File: src/rtl/instr_encoder.sv
// instr_encoder: turns an operation request into an RV32 instruction word.
// Each word is buffered in a 2-entry FIFO and tagged with a running byte address.
//
// Illegal requests produce a NOP with out_err set, and they bump a
// saturating error counter.
//
// Build option: define INSTR_ENCODER_MUL_EN to encode MUL. Without it,
// in_op=4 is treated as illegal.
//
// Ports:
//   clk, rst_n            clock, asynchronous active-low reset
//   clr                   synchronous flush of FIFO, address and err_cnt
//   in_valid/in_ready     request handshake
//   in_op, in_rd, in_rs1, in_rs2, in_imm   request fields
//   out_valid/out_ready   result handshake
//   out_instr, out_addr   encoded word and its byte address
//   out_err, err_cnt      substitution flag and saturating substitution count
module instr_encoder #(
  parameter logic [31:0] BASE_ADDR = 32'h0000_0000
) (
  input  logic        clk,
  input  logic        rst_n,
  input  logic        clr,
  input  logic        in_valid,
  output logic        in_ready,
  input  logic [3:0]  in_op,
  input  logic [4:0]  in_rd,
  input  logic [4:0]  in_rs1,
  input  logic [4:0]  in_rs2,
  input  logic [31:0] in_imm,
  output logic        out_valid,
  input  logic        out_ready,
  output logic [31:0] out_instr,
  output logic [31:0] out_addr,
  output logic        out_err,
  output logic [7:0]  err_cnt
);

  localparam logic [6:0]  OP_R   = 7'b0110011;
  localparam logic [6:0]  OP_IMM = 7'b0010011;
  localparam logic [6:0]  OP_LD  = 7'b0000011;
  localparam logic [6:0]  OP_ST  = 7'b0100011;
  localparam logic [31:0] NOP    = 32'h0000_0013;

  logic [31:0] enc_word;
  logic        enc_err;
  logic        imm12_ok;
  logic        shamt_ok;

  logic [31:0] mem_word [0:1];
  logic        mem_err  [0:1];
  logic        rd_ptr;
  logic        wr_ptr;
  logic [1:0]  count;
  logic        live;
  logic        push;
  logic        pop;

  // A 12-bit signed immediate fits when bits [31:11] are all sign copies.
  assign imm12_ok = (in_imm[31:11] == '0) || (in_imm[31:11] == '1);
  assign shamt_ok = (in_imm[31:5] == '0);

  always_comb begin
    enc_word = NOP;
    enc_err  = 1'b0;
    case (in_op)
      4'd0: enc_word = {7'b0000000, in_rs2, in_rs1, 3'b000, in_rd, OP_R};
      4'd1: enc_word = {7'b0100000, in_rs2, in_rs1, 3'b000, in_rd, OP_R};
      4'd2: enc_word = {7'b0000000, in_rs2, in_rs1, 3'b111, in_rd, OP_R};
      4'd3: enc_word = {7'b0000000, in_rs2, in_rs1, 3'b110, in_rd, OP_R};
`ifdef INSTR_ENCODER_MUL_EN
      4'd4: enc_word = {7'b0000001, in_rs2, in_rs1, 3'b000, in_rd, OP_R};
`else
      4'd4: enc_err = 1'b1;
`endif
      4'd5: begin
        if (shamt_ok) enc_word = {7'b0000000, in_imm[4:0], in_rs1, 3'b001, in_rd, OP_IMM};
        else          enc_err  = 1'b1;
      end
      4'd6: begin
        if (imm12_ok) enc_word = {in_imm[11:0], in_rs1, 3'b000, in_rd, OP_IMM};
        else          enc_err  = 1'b1;
      end
      4'd7: begin
        if (imm12_ok) enc_word = {in_imm[11:0], in_rs1, 3'b010, in_rd, OP_LD};
        else          enc_err  = 1'b1;
      end
      4'd8: begin
        if (imm12_ok) enc_word = {in_imm[11:5], in_rs2, in_rs1, 3'b010, in_imm[4:0], OP_ST};
        else          enc_err  = 1'b1;
      end
      4'd9:    enc_word = NOP;
      default: enc_err  = 1'b1;
    endcase
  end

  // live holds in_ready low until the first edge after reset release.
  assign in_ready  = live && (count < 2'd2);
  assign out_valid = (count != 2'd0);
  assign out_instr = out_valid ? mem_word[rd_ptr] : 32'h0;
  assign out_err   = out_valid && mem_err[rd_ptr];

  assign push = in_valid && in_ready;
  assign pop  = out_valid && out_ready;

  always_ff @(posedge clk or negedge rst_n) begin
    if (!rst_n) begin
      mem_word[0] <= '0;
      mem_word[1] <= '0;
      mem_err[0]  <= 1'b0;
      mem_err[1]  <= 1'b0;
      rd_ptr      <= 1'b0;
      wr_ptr      <= 1'b0;
      count       <= 2'd0;
      live        <= 1'b0;
      out_addr    <= BASE_ADDR;
      err_cnt     <= 8'd0;
    end else begin
      live <= 1'b1;
      if (clr) begin
        rd_ptr   <= 1'b0;
        wr_ptr   <= 1'b0;
        count    <= 2'd0;
        out_addr <= BASE_ADDR;
        err_cnt  <= 8'd0;
      end else begin
        if (push) begin
          mem_word[wr_ptr] <= enc_word;
          mem_err[wr_ptr]  <= enc_err;
          wr_ptr           <= ~wr_ptr;
          if (enc_err && (err_cnt != 8'hFF)) err_cnt <= err_cnt + 8'd1;
        end
        if (pop) begin
          rd_ptr   <= ~rd_ptr;
          out_addr <= out_addr + 32'd4;
        end
        case ({push, pop})
          2'b10:   count <= count + 2'd1;
          2'b01:   count <= count - 2'd1;
          default: count <= count;
        endcase
      end
    end
  end

endmodule

File: config.mk
export PLATFORM = sky130hd
export DESIGN_NAME = instr_encoder
export DESIGN_NICKNAME = d
export VERILOG_FILES = /design/src/rtl/instr_encoder.sv
export SDC_FILE = /design/constraint.sdc
export NUM_CORES = 1
export LEC_CHECK = 0
export ABC_AREA = 1
export CELL_PAD_IN_SITES_DETAIL_PLACEMENT = 1
export CELL_PAD_IN_SITES_GLOBAL_PLACEMENT = 1
export CORE_ASPECT_RATIO = 0.5
export CORE_MARGIN = 2
export CORE_UTILIZATION = 39
export DETAILED_ROUTE_END_ITERATION = 10
export GPL_TIMING_DRIVEN = 0
export PLACE_DENSITY_LB_ADDON = 0.25
export SYNTH_ARGS = -nofsm -noshare
export SYNTH_HDL_FRONTEND = slang
export SYNTH_SLANG_ARGS = --single-unit
export TNS_END_PERCENT = 10
File: constraint.sdc
create_clock -name clk -period 2.55 [get_ports clk]
set_input_delay 0.51 -clock clk [delete_from_list [all_inputs] [get_ports clk]]
set_output_delay 0.51 -clock clk [all_outputs]
set_load 0.02 [all_outputs]
=== Word level (Yosys, flattened, before mapping) ===
Cells that the tools add are included.
W data, S select, Z words.

* Shift operators: 0
* Multiplexer cells: 32
* Equality and inequality tests: 12
* Divide/modulo/power cells: 0
* Add/sub/neg operators: 4
* Reductions and logical operators: 19
* $lt $le $gt $ge: 4
* Bitwise operators: 5
* Multipliers: 0

{| class="wikitable"
|+ Operators with widths
! cell !! count
|-
| $mux W32 || 10
|-
| $pmux W32 S8 || 1
|-
| $bwmux W64 || 1
|-
| $add A32 B3 Y32 const B || 1
|-
| $demux W32 S1 || 1
|-
| $logic_not A27 Y1 || 1
|-
| $mux W25 || 1
|-
| $mux W8 || 3
|-
| $eq A21 B21 Y1 const B || 1
|-
| $logic_not A21 Y1 || 1
|-
| $eq A4 B3 Y1 const B || 3
|-
| $mux W1 || 10
|-
| $add A8 B1 Y8 const B || 1
|-
| $eq A4 B2 Y1 const B || 2
|-
| $eq A4 B4 Y1 const B || 2
|-
| $ne A8 B8 Y1 const B || 1
|-
| $reduce_bool A2 Y1 || 4
|-
| $logic_and A1 B1 Y1 || 6
|-
| $reduce_or A5 Y1 || 1
|-
| $eq A4 B1 Y1 const B || 1
|-
| $ge A2 B2 Y1 const B || 2
|-
| $logic_not A4 Y1 || 1
|-
| $not A1 Y2 || 2
|-
| $pmux W2 S2 || 1
|-
| other kinds (15) || 18
|}

* Logic and storage cells: 86
* Bits in latches: 0
* Output and inout port bits: 75
* Memories: 0
* Input bits: 56
* Bits in read-only memories: 0
* Bits in registers: 111
* RAM bits: 0

=== Longest topological paths before layout ===
Gate-level depths: netlist of run 1.

* Depth in word-level cells: 8
* Gate-level depth with buffers: 12
* Depth with buffers taken out: 12

=== Worst setup path before layout of run 1 ===
OpenSTA, ideal clock, no wires.

* Path kind: reg2out
* From: register rd_ptr
* To: output port out_instr[1]
* Data required time: 2.040 ns
* Buffers on the path: 3
* Stages on the path, launching flop included: 6
* Arrival time: 1.438 ns
* Setup slack: 0.602 ns
* Path through: dfrtp_1 -> clkbuf_1 -> clkbuf_1 -> o21ai_0 -> a21oi_1 -> buf_4

* Word-level cells in the longest chain between the ends: 5

{| class="wikitable"
|+ Ends and longest elaborated chain
! element !! RTL line !! text
|-
| start: declaration || 52 || <nowiki>logic rd_ptr;</nowiki>
|-
| start signal: assignment || 134 || <nowiki>rd_ptr <= ~rd_ptr;</nowiki>
|-
| $not A1 Y2 (not written as such) || 100 || <nowiki>assign out_instr = out_valid ? mem_word[rd_ptr] : 32'h0;</nowiki>
|-
| $mux W32 (not written as such) (3 in series) || 100 ||
|-
| $mux W32 || 100 ||
|-
| end: declaration || 33 || <nowiki>output logic [31:0] out_instr,</nowiki>
|}

Every way passes these cells. The select of a mux whose other input is x is not followed.

=== Worst setup path in the final report of run 1 ===
* From: register rd_ptr
* To: output port out_instr[4]

Same word-level chain as after synthesis.

==> results of run 1 <==
[area by class of cell]
cell class	instances	area [um^2]	share of cell area (%)
timing repair buffer	125	1270	16.7
multi-input combinational	594	2740	36.1
clock buffer	9	225	2.97
tap	198	248	3.27
buffer	31	178	2.34
inverter	77	292	3.85
sequential	101	2530	33.4
clock inverter	7	105	1.39
[power by group through the flow]
stage                     clock network [W]  registers, W  logic (W)
final                               0.00155       0.00186    0.00108
after global routing                0.00164       0.00188    0.00119
after detailed placement                  0       0.00189    0.00110
after CTS                           0.00158       0.00186    0.00110
after global placement                    0       0.00188    0.00106
after floorplan                           0       0.00187   0.000593
[logic make-up after synthesis]
kind of cell	after synthesis
AO/OA/AOI/OAI	113
XOR/XNOR	6
adder cells (fa/ha/maj)	2
buffers and inverters	109
flip-flops	101
multiplexers	1
other	2
AND/OR/NAND/NOR	466
[worst max-delay path, cell delays in order (launching register included)]
cell,delay (ns)
dfrtp_2,0.44
clkbuf_1,0.26
a21oi_1,0.27
clkdlybuf4s50_1,0.64
[registers in the layout, summed over array words and instances (netlist names)]
signal / cells
mem_err: 2
count: 2
mem_word: 56
err_cnt: 8
rd_ptr: 1
out_addr: 30
wr_ptr: 1
live: 1
[metal layers]
layer,share of wire (%),vias to the layer above
li1,-,2842
met1,45,2942
met2,49,141
met3,4.4,24
met4,1.3,0
met5,0,-
[per-stage QoR]
step / cell area [um^2] / TNS (ns) / utilization, %
2_1_floorplan: 5720 / 0 / -
3_3_place_gp: 7210 / -303.29 / 50.1
4_1_cts: 7560 / 0 / 52.5
5_1_grt: 7580 / 0 / 52.7
6_report: 7580 / 0 / 52.7
3_5_place_dp: 7230 / -0.197 / 50.3
[synth_stat cells]
cell | instances | area [um^2]
o21a_1 | 1 | 7.51
or2_2 | 1 | 6.26
dfrtp_1 | 101 | 2530
o21ai_0 | 50 | 250
nor4_1 | 1 | 6.26
buf_6 | 1 | 11.3
nor2_4 | 3 | 33.8
nand2_1 | 280 | 1050
clkbuf_1 | 14 | 52.6
nor2_1 | 65 | 244
nor3_4 | 2 | 32.5
inv_1 | 68 | 255
nand2_2 | 10 | 62.6
nand3_2 | 2 | 20.0
nand4_1 | 29 | 181
a211oi_1 | 1 | 7.51
nand2_4 | 3 | 33.8
inv_2 | 7 | 26.3
conb_1 | 2 | 7.51
mux2i_1 | 1 | 10.0
a31oi_2 | 1 | 12.5
nor3_1 | 13 | 65.1
clkinv_1 | 2 | 7.51
o211ai_1 | 1 | 7.51
and3_1 | 1 | 6.26
a31oi_1 | 2 | 12.5
buf_2 | 7 | 35.0
nor2_2 | 4 | 25.0
o31ai_1 | 1 | 7.51
nor3b_2 | 1 | 12.5
a21oi_1 | 47 | 235
a21o_1 | 1 | 7.51
ha_1 | 2 | 25.0
nor3b_1 | 1 | 7.51
o21ai_1 | 8 | 40.0
buf_4 | 8 | 60.1
nand3_1 | 50 | 250
buf_1 | 2 | 7.51
xor2_1 | 6 | 52.6
[worst max path at each step]
stage	to	from
2_1_floorplan	out_instr[1]	rd_ptr$_DFFE_PN0N_
3_3_place_gp	mem_word[41]$_DFFE_PN0P_	rst_n
3_5_place_dp	out_instr[30]	rd_ptr$_DFFE_PN0N_
4_1_cts	out_instr[24]	count[1]$_DFFE_PN0P_
5_1_grt	out_instr[20]	rd_ptr$_DFFE_PN0N_
6_report	out_instr[4]	rd_ptr$_DFFE_PN0N_
[what timing repair did]
item	CTS	global route
pin swaps	0	0
gates resized for setup	26	9
setup buffers	0	0
setup endpoints to repair	30	10
==> results_dict.tcl, run 1 <==
set metrics [dict create \
    drt_iter0_markers 346 \
    synth_area_um2 5700 \
    yosysWarnings 0 \
    synth_compound_area_share_pct 10.3 \
    layout_commonest_cell "nand2_1" \
    maxCapViolCount 0 \
    start_kind "flop" \
    synth.avg_cell_area_um2 7.13 \
    grtUsageMet1_pct 29.7 \
    clock_latency_ns 0.36 \
    die_area_um2 15700 \
    ir_worst_vdd_mv 0.347 \
    powerDensity_nw_per_um2 593 \
    worst-setup-path-type "reg2out" \
    hp-class "in2async" \
    ff2ff_path_depth 10 \
    die_x_um 175 \
    dr.pass1.iters 4 \
    maxSlewHeadroom_pct 61.2 \
    synthAdderAreaFrac_pct 0.439 \
    ant_nets 0 \
    r2r-start "out_addr[3]$_DFFE_PN0N_" \
    pwr-share-seq_pct 41.5 \
    place.gp.congestion 0.897 \
    cts.clk_slew.worst_paths_ns 0.07 \
    hold_slack_ns 0.106 \
    ios 131 \
    busiest_layer "met2" \
    synth-xor-area-share_pct 0.921 \
    final_cell_mix "280 x nand2_1, 101 x clkdlybuf4s50_1, 100 x dfrtp_1" \
    instances_no_fill 1142 \
    worst_pin_slew_ns 0.582 \
    vias 5949 \
    status "finished clean" \
    via_per_inst 5.21 \
    num_antenna_cells 0 \
    fill_cells 1839 \
    synth_mux_area_share_pct 0.175 \
    grt_usage_pct 24.5 \
    clock_sinks 101 \
    synth_top_family_by_area "simple AND/OR/NAND/NOR gates" \
    clock_path_buffers 2 \
    yosys.area_share.simple_pct 35.7 \
    rsz0062_at_grt "no" \
    max_freq_mhz 403 \
    syn_inst 800 \
    synth.distinct_cells 39 \
    period_needed_ns 2.48 \
    r2r-end "out_addr[22]$_DFFE_PN0N_" \
    syn2layout_area_growth_pct 32.9 \
    cp.required_ns 2.04 \
    dp_slack_ns -0.0604 \
    cts_buffers 9 \
    pwr-share-clk_pct 34.5 \
    synth-seq-cells 101 \
    final_nets 997 \
    hold_buffers 0 \
    swShare_pct 32.0 \
    grt_pass1_wl_mm 30.2 \
    setup_viol_count_final 0 \
    antenna_found_initial 0 \
    internal_power_w 0.00305 \
    grt_overflow 0 \
    drt-total-wl_mm 18.8 \
    fp.coreArea_um2 14400 \
    met2_usage_pct 45.1 \
    drive_gt1_share_pct 8.26 \
    fp-row-count 31 \
    p_sw_w 0.00144 \
    use_met3_pct 5.31 \
    fin_crit_sh_pct 97.3 \
    place_inst 1127 \
    hold_viol 0 \
    grt_max_degree 69 \
    portBuffers 124 \
    combPwrFrac_pct 24.1 \
    worst_slack_ns 0.0686 \
    grt_pass1_vias 6159 \
    drc 0 \
    cp.arrival_ns 1.97 \
    h-tree-depth 3 \
    dp_hpwl_mm 14.3 \
    cts_tree "built" \
    leakage_nw 3.70 \
    start_util_pct 39.6 \
    wl_per_cell_um 16.4 \
    crit_path_end_kind "primary output" \
    drv_slew 0 \
    ff2ff_setup_slack_ns 0.67 \
    synth-seq-area-share_pct 44.3 \
    cts-root-buf "clkbuf_16" \
    power_w 0.00449 \
    die_h_um 89.5 \
    clock_skew_ns 0.0122 \
    cp_max_fo 10 \
]
(Power assumes the default switching activity.)
==> run 2: changes to the inputs <==
CORE_UTILIZATION = 40   (was 39)
CTS_BUF_LIST = sky130_fd_sc_hd__clkbuf_4 sky130_fd_sc_hd__clkbuf_8   (was not set)
CTS_CLUSTER_DIAMETER = 60   (was not set)
==> results_dict.tcl, run 2 (synthesis results as in run 1) <==
set metrics [dict create \
    status "finished clean" \
    final_core_util_pct 54.2 \
    syn2layout_area_growth_pct 30.5 \
    antenna_found_initial 0 \
    stdcell_area_um2 7440 \
    clock_latency_ns 0.37 \
    grt_pass1_vias 6161 \
    via_per_inst 5.23 \
    cp_slowest_stage_delay_ns 0.63 \
    start_util_pct 41.5 \
    drt-total-wl_mm 18.9 \
    dr.pass1.iters 4 \
    dp_hpwl_mm 14.3 \
    largest_register_ffs 56 \
    cts.clk_slew.worst_paths_ns 0.10 \
    die_area_um2 15300 \
    cp.arrival_ns 1.99 \
    fin_crit_sh_pct 98.1 \
    grt_max_degree 71 \
    critPathSlowestCell "clkdlybuf4s50_1" \
    hold_viol 0 \
    grt_pass1_wl_mm 30.6 \
    drc 0 \
    crit_path_end_kind "primary output" \
    cts_buffers 9 \
    num_antenna_cells 0 \
    top_regs "mem_word: 56 flops, out_addr: 30 flops, err_cnt: 8 flops" \
    clock_sinks 101 \
    rsz0062_at_grt "yes" \
    maxSlewHeadroom_pct 57.7 \
    period_needed_ns 2.50 \
    die_h_um 88.4 \
    wl_per_cell_um 16.6 \
    drt_iter0_markers 261 \
    final_cell_mix "280 x nand2_1, 101 x dfrtp_1, 97 x clkdlybuf4s50_1" \
    fp-row-count 30 \
    place_area_um2 7230 \
    worst-setup-path-type "reg2out" \
    worstPathCellList "buf_2 -> nand2_1 -> a21oi_1 -> clkdlybuf4s50_1" \
    leakage_nw 3.61 \
    ios 131 \
    final_nets 997 \
    cts_setup_buffers 0 \
    ant_nets 0 \
    start_kind "flop" \
    h-tree-depth 3 \
    cts_tree "built" \
    grt_usage_pct 25.1 \
    portBuffers 124 \
    crit_family "buffers and inverters" \
    maxCapViolCount 0 \
    drv_slew 0 \
    die_x_um 173 \
    cp_max_fo 10 \
    place.gp.congestion 0.878 \
    regMostFlops "mem_word" \
    drive_gt1_share_pct 8.26 \
    cp.required_ns 2.04 \
    fp.coreArea_um2 13700 \
    path_buf_inv 2 \
    worst_pin_slew_ns 0.634 \
    hold_slack_ns 0.0786 \
    clock_skew_ns 0.0138 \
    max_freq_mhz 400 \
    powerDensity_nw_per_um2 551 \
    clock_path_buffers 2 \
    layout_commonest_cell "nand2_1" \
    ir_worst_vdd_mv 0.274 \
    vias 5943 \
    cts-root-buf "clkbuf_8" \
    hp-class "in2async" \
    grt_overflow 0 \
    setup_viol_count_final 0 \
]
-- run 2: power by group --
part / internal (W) / total (W) / switching, W / leakage, nW
clock network: 0.000593 / 0.00117 / 0.000579 / 0.113
logic: 0.000388 / 0.00107 / 0.000680 / 2.15
registers: 0.00177 / 0.00186 / 0.0000874 / 1.35
total: 0.00276 / 0.00410 / 0.00135 / 3.61
-- run 2: repair_timing --
action / CTS / global route
hold buffers: 0 / 0
resized for setup: 34 / 6
endpoints found under the setup margin: 30 / 5
-- run 2: layout make-up --
| class | instances | area (um^2) |
|---|---|---|
| Buffer | 31 | 179 |
| Clock buffer | 11 | 145 |
| Clock inverter | 5 | 81.3 |
| Fill cell | 1773 | 6290 |
| Inverter | 77 | 292 |
| Multi-Input combinational cell | 594 | 2740 |
| Sequential cell | 101 | 2530 |
| Tap cell | 192 | 240 |
| Timing Repair Buffer | 125 | 1240 |
-- run 2: path summary, 6_finish.rpt --
kind / from / end / slack [ns] / cells past startpoint
worst max-delay path: rd_ptr$_DFFE_PN0N_ / out_instr[20] / 0.05 / 4
worst min-delay path: rst_n / out_addr[15]$_DFFE_PN0N_ / 0.08 / 1
worst max register to register: out_addr[3]$_DFFE_PN0N_ / out_addr[22]$_DFFE_PN0N_ / 0.66 / 10
worst min register to register: mem_word[1]$_DFFE_PN0P_ / mem_word[1]$_DFFE_PN0P_ / 0.46 / 2
max in group asynchronous: rst_n / mem_word[49]$_DFFE_PN0P_ / 1.75 / 2
min in group clk: clr / out_addr[15]$_DFFE_PN0N_ / 0.42 / 2
-- run 2: metrics by stage --
step | setup TNS (ns) | std cells | setup slack (ns) | power, W
3_3_place_gp | -304.00 | 1120 | -3.02 | 0.00294
5_1_grt | -0.0315 | 1136 | -0.0315 | 0.00430
6_report | 0 | 1136 | 0.0493 | 0.00410
2_1_floorplan | 0 | 804 | 0.602 | 0.00246
4_1_cts | 0 | 1136 | 0.00430 | 0.00413
3_5_place_dp | -0.692 | 1121 | -0.143 | 0.00299
-- run 2: metal layers --
metal	global-route usage, %	routed length, um	up-vias
met5	0	0	-
met4	5.70	186	0
met3	5.58	935	18
met2	48.0	9500	142
met1	29.5	8270	2950
li1	-	-	2833
==> run 3: changes to the inputs <==
ABC_AREA = not set   (was 1)
CORE_UTILIZATION = 41   (was 40)
==> results_dict.tcl, run 3 <==
set metrics [dict create \
    top_regs "mem_word: 56 flops, out_addr: 30 flops, err_cnt: 8 flops" \
    cts_setup_buffers 0 \
    grt_pass1_vias 5041 \
    crit_path_end_kind "flop" \
    yosys.area_share.simple_pct 22.7 \
    via_per_inst 5.45 \
    violations "setup timing" \
    place.gp.congestion 0.862 \
    worst_pin_slew_ns 0.598 \
    grt_overflow 0 \
    cts_buffers 9 \
    ir_worst_vdd_mv 0.243 \
    yosysTopAreaCell "dfrtp_1" \
    portBuffers 124 \
    largest_register_ffs 56 \
    clock_sinks 101 \
    drv_slew 0 \
    layout_commonest_cell "clkdlybuf4s50_1" \
    clock_path_buffers 2 \
    final_nets 767 \
    cp.required_ns 2.79 \
    fin_crit_sh_pct 100 \
    grt_pass1_wl_mm 25.1 \
    synth_edf_count 0 \
    period_needed_ns 2.56 \
    fp-row-count 29 \
    multi_input_area_um2 2620 \
    synth_most_common_cell "dfrtp_1" \
    fill_cells 1449 \
    grt_usage_pct 23.0 \
    cp_max_fo 10 \
    place_area_um2 6800 \
    synth-seq-cells 101 \
    async_flop_share_pct 100 \
    ant_nets 0 \
    grt_max_degree 71 \
    setup_viol_count_final 2 \
    start_util_pct 41.9 \
    maxCapViolCount 0 \
    drive_gt1_share_pct 10.8 \
    drc 0 \
    dr.pass1.iters 5 \
    dp_hpwl_mm 11.4 \
    cts-root-buf "clkbuf_8" \
    synth_area_leaders "dfrtp_1 48%, mux2i_1 5.8%, nor2_1 5.4%" \
    worst-setup-path-type "in2reg" \
    powerDensity_nw_per_um2 467 \
    h-tree-depth 3 \
    maxSlewHeadroom_pct 59.8 \
    vias 4822 \
    die_h_um 84.4 \
    ios 131 \
    regMostFlops "mem_word" \
    synth-seq-area-share_pct 47.6 \
    num_antenna_cells 0 \
    cts_tree "built" \
    synth_top_family_by_area "simple AND/OR/NAND/NOR gates" \
    rsz0062_at_grt "yes" \
    cp.arrival_ns 2.80 \
    hold_viol 0 \
    drt-total-wl_mm 15.3 \
    wl_per_cell_um 17.3 \
    fp.coreArea_um2 12700 \
    power_w 0.00331 \
    final_cell_mix "113 x clkdlybuf4s50_1, 101 x dfrtp_1, 75 x nor2_1, 75 x nand2_1, 47 x o21ai_0" \
    hp-class "in2async" \
    status "complete, but fails checks" \
    ff_latch_area_um2 2530 \
    synth.distinct_cells 60 \
    synth_compound_area_share_pct 12.8 \
    synth_area_um2 5310 \
    synth_top_area_share_pct 47.6 \
    clock_latency_ns 0.38 \
    syn2layout_area_growth_pct 33.8 \
    ys.flop_type "dfrtp_1" \
    syn_inst 569 \
    worst_slack_ns -0.0100 \
    yosysWarnings 0 \
    synth-xor-area-share_pct 3.96 \
    synth_mux_area_share_pct 8.39 \
    antenna_found_initial 0 \
    leakage_nw 3.00 \
    max_freq_mhz 391 \
    synthAdderAreaFrac_pct 0.472 \
    clock_skew_ns 0.0112 \
    start_kind "input pin" \
    die_area_um2 13900 \
    ys_top_cells_by_count "101 x dfrtp_1, 77 x nor2_1, 75 x nand2_1" \
    die_x_um 165 \
    stdcell_area_um2 7100 \
    synth.avg_cell_area_um2 9.33 \
    drt_iter0_markers 214 \
    cts.clk_slew.worst_paths_ns 0.09 \
]
-- run 3: changes by cell type after synthesis, sizes merged, moves of 13 or more --
cell   before  now
nand3      52   17
a21oi      47   21
or3         0   16
nand4      29   15
nand2     293   75
mux2i       1   31
inv        75    5
and2        0   13
-- run 3: area by class of cell --
class,instances,area share (%)
Buffer,35,3.28
Inverter,5,0.264
Clock buffer,12,2.15
Tap cell,170,3.00
Clock inverter,4,0.775
Timing Repair Buffer,125,18.0
Multi-Input combinational cell,432,36.9
Sequential cell,101,35.6
-- run 3: cell families after synthesis --
logic type / after synthesis
AND/OR/NAND/NOR: 249
flip-flops: 101
buffers and inverters: 40
XOR/XNOR: 24
other: 2
adder cells (fa/ha/maj): 2
multiplexers: 43
AO/OA/AOI/OAI: 108
-- run 3: where the power goes --
part	total (W)	internal [W]	switching (W)	leakage [nW]
Sequential	0.00174	0.00169	0.0000501	1.38
Combinational	0.000492	0.000231	0.000260	1.52
Clock	0.00109	0.000509	0.000577	0.104
-- run 3: path summary, 6_finish.rpt --
kind / endpoint / cells past startpoint / slack [ns] / from
max reg2reg: err_cnt[4]$_DFFE_PN0P_ / 7 / 0.16 / count[1]$_DFFE_PN0P_
max: err_cnt[1]$_DFFE_PN0P_ / 8 / -0.01 / in_imm[21]
min in group clk: mem_word[59]$_DFFE_PN0P_ / 2 / 0.49 / mem_word[59]$_DFFE_PN0P_
min: mem_word[9]$_DFFE_PN0P_ / 1 / 0.07 / rst_n
max in group asynchronous: mem_word[52]$_DFFE_PN0P_ / 2 / 1.77 / rst_n
min reg2reg: mem_word[59]$_DFFE_PN0P_ / 2 / 0.49 / mem_word[59]$_DFFE_PN0P_
-- run 3: through the flow --
step	setup TNS (ns)	setup WS [ns]	hold WS [ns]	instances	util [%]
final	-0.0116	-0.0100	0.0680	884	56.1
after floorplan	0	0.428	0.214	573	-
after detailed placement	-24.57	-0.607	0.467	868	53.7
after CTS	-0.193	-0.0578	0.0681	884	55.6
after global placement	-315.55	-2.94	0.449	867	53.5
after global routing	-0.674	-0.148	0.0780	884	56.1
-- run 3: what timing repair did --
action / in CTS / in global routing
resized for setup: 21 / 32
pin swaps: 0 / 0
hold buffers: 0 / 0
setup endpoints to repair: 44 / 90
-- run 3: worst max-delay path: stages --
cell and delay, ns:
clkdlybuf4s50_1 0.46, nor4_1 0.37, nand4_1 0.19, or3_1 0.43, a21boi_2 0.30, buf_2 0.28
mux2i_1 0.21, nor2_1 0.05
-- run 3: metal layers --
layer	wire [um]	vias to the layer above	global-route usage (%)
li1	-	2270	-
met2	7760	99	41.2
met4	165	0	4.43
met3	624	13	4.99
met5	0	-	0
met1	6780	2440	28.8
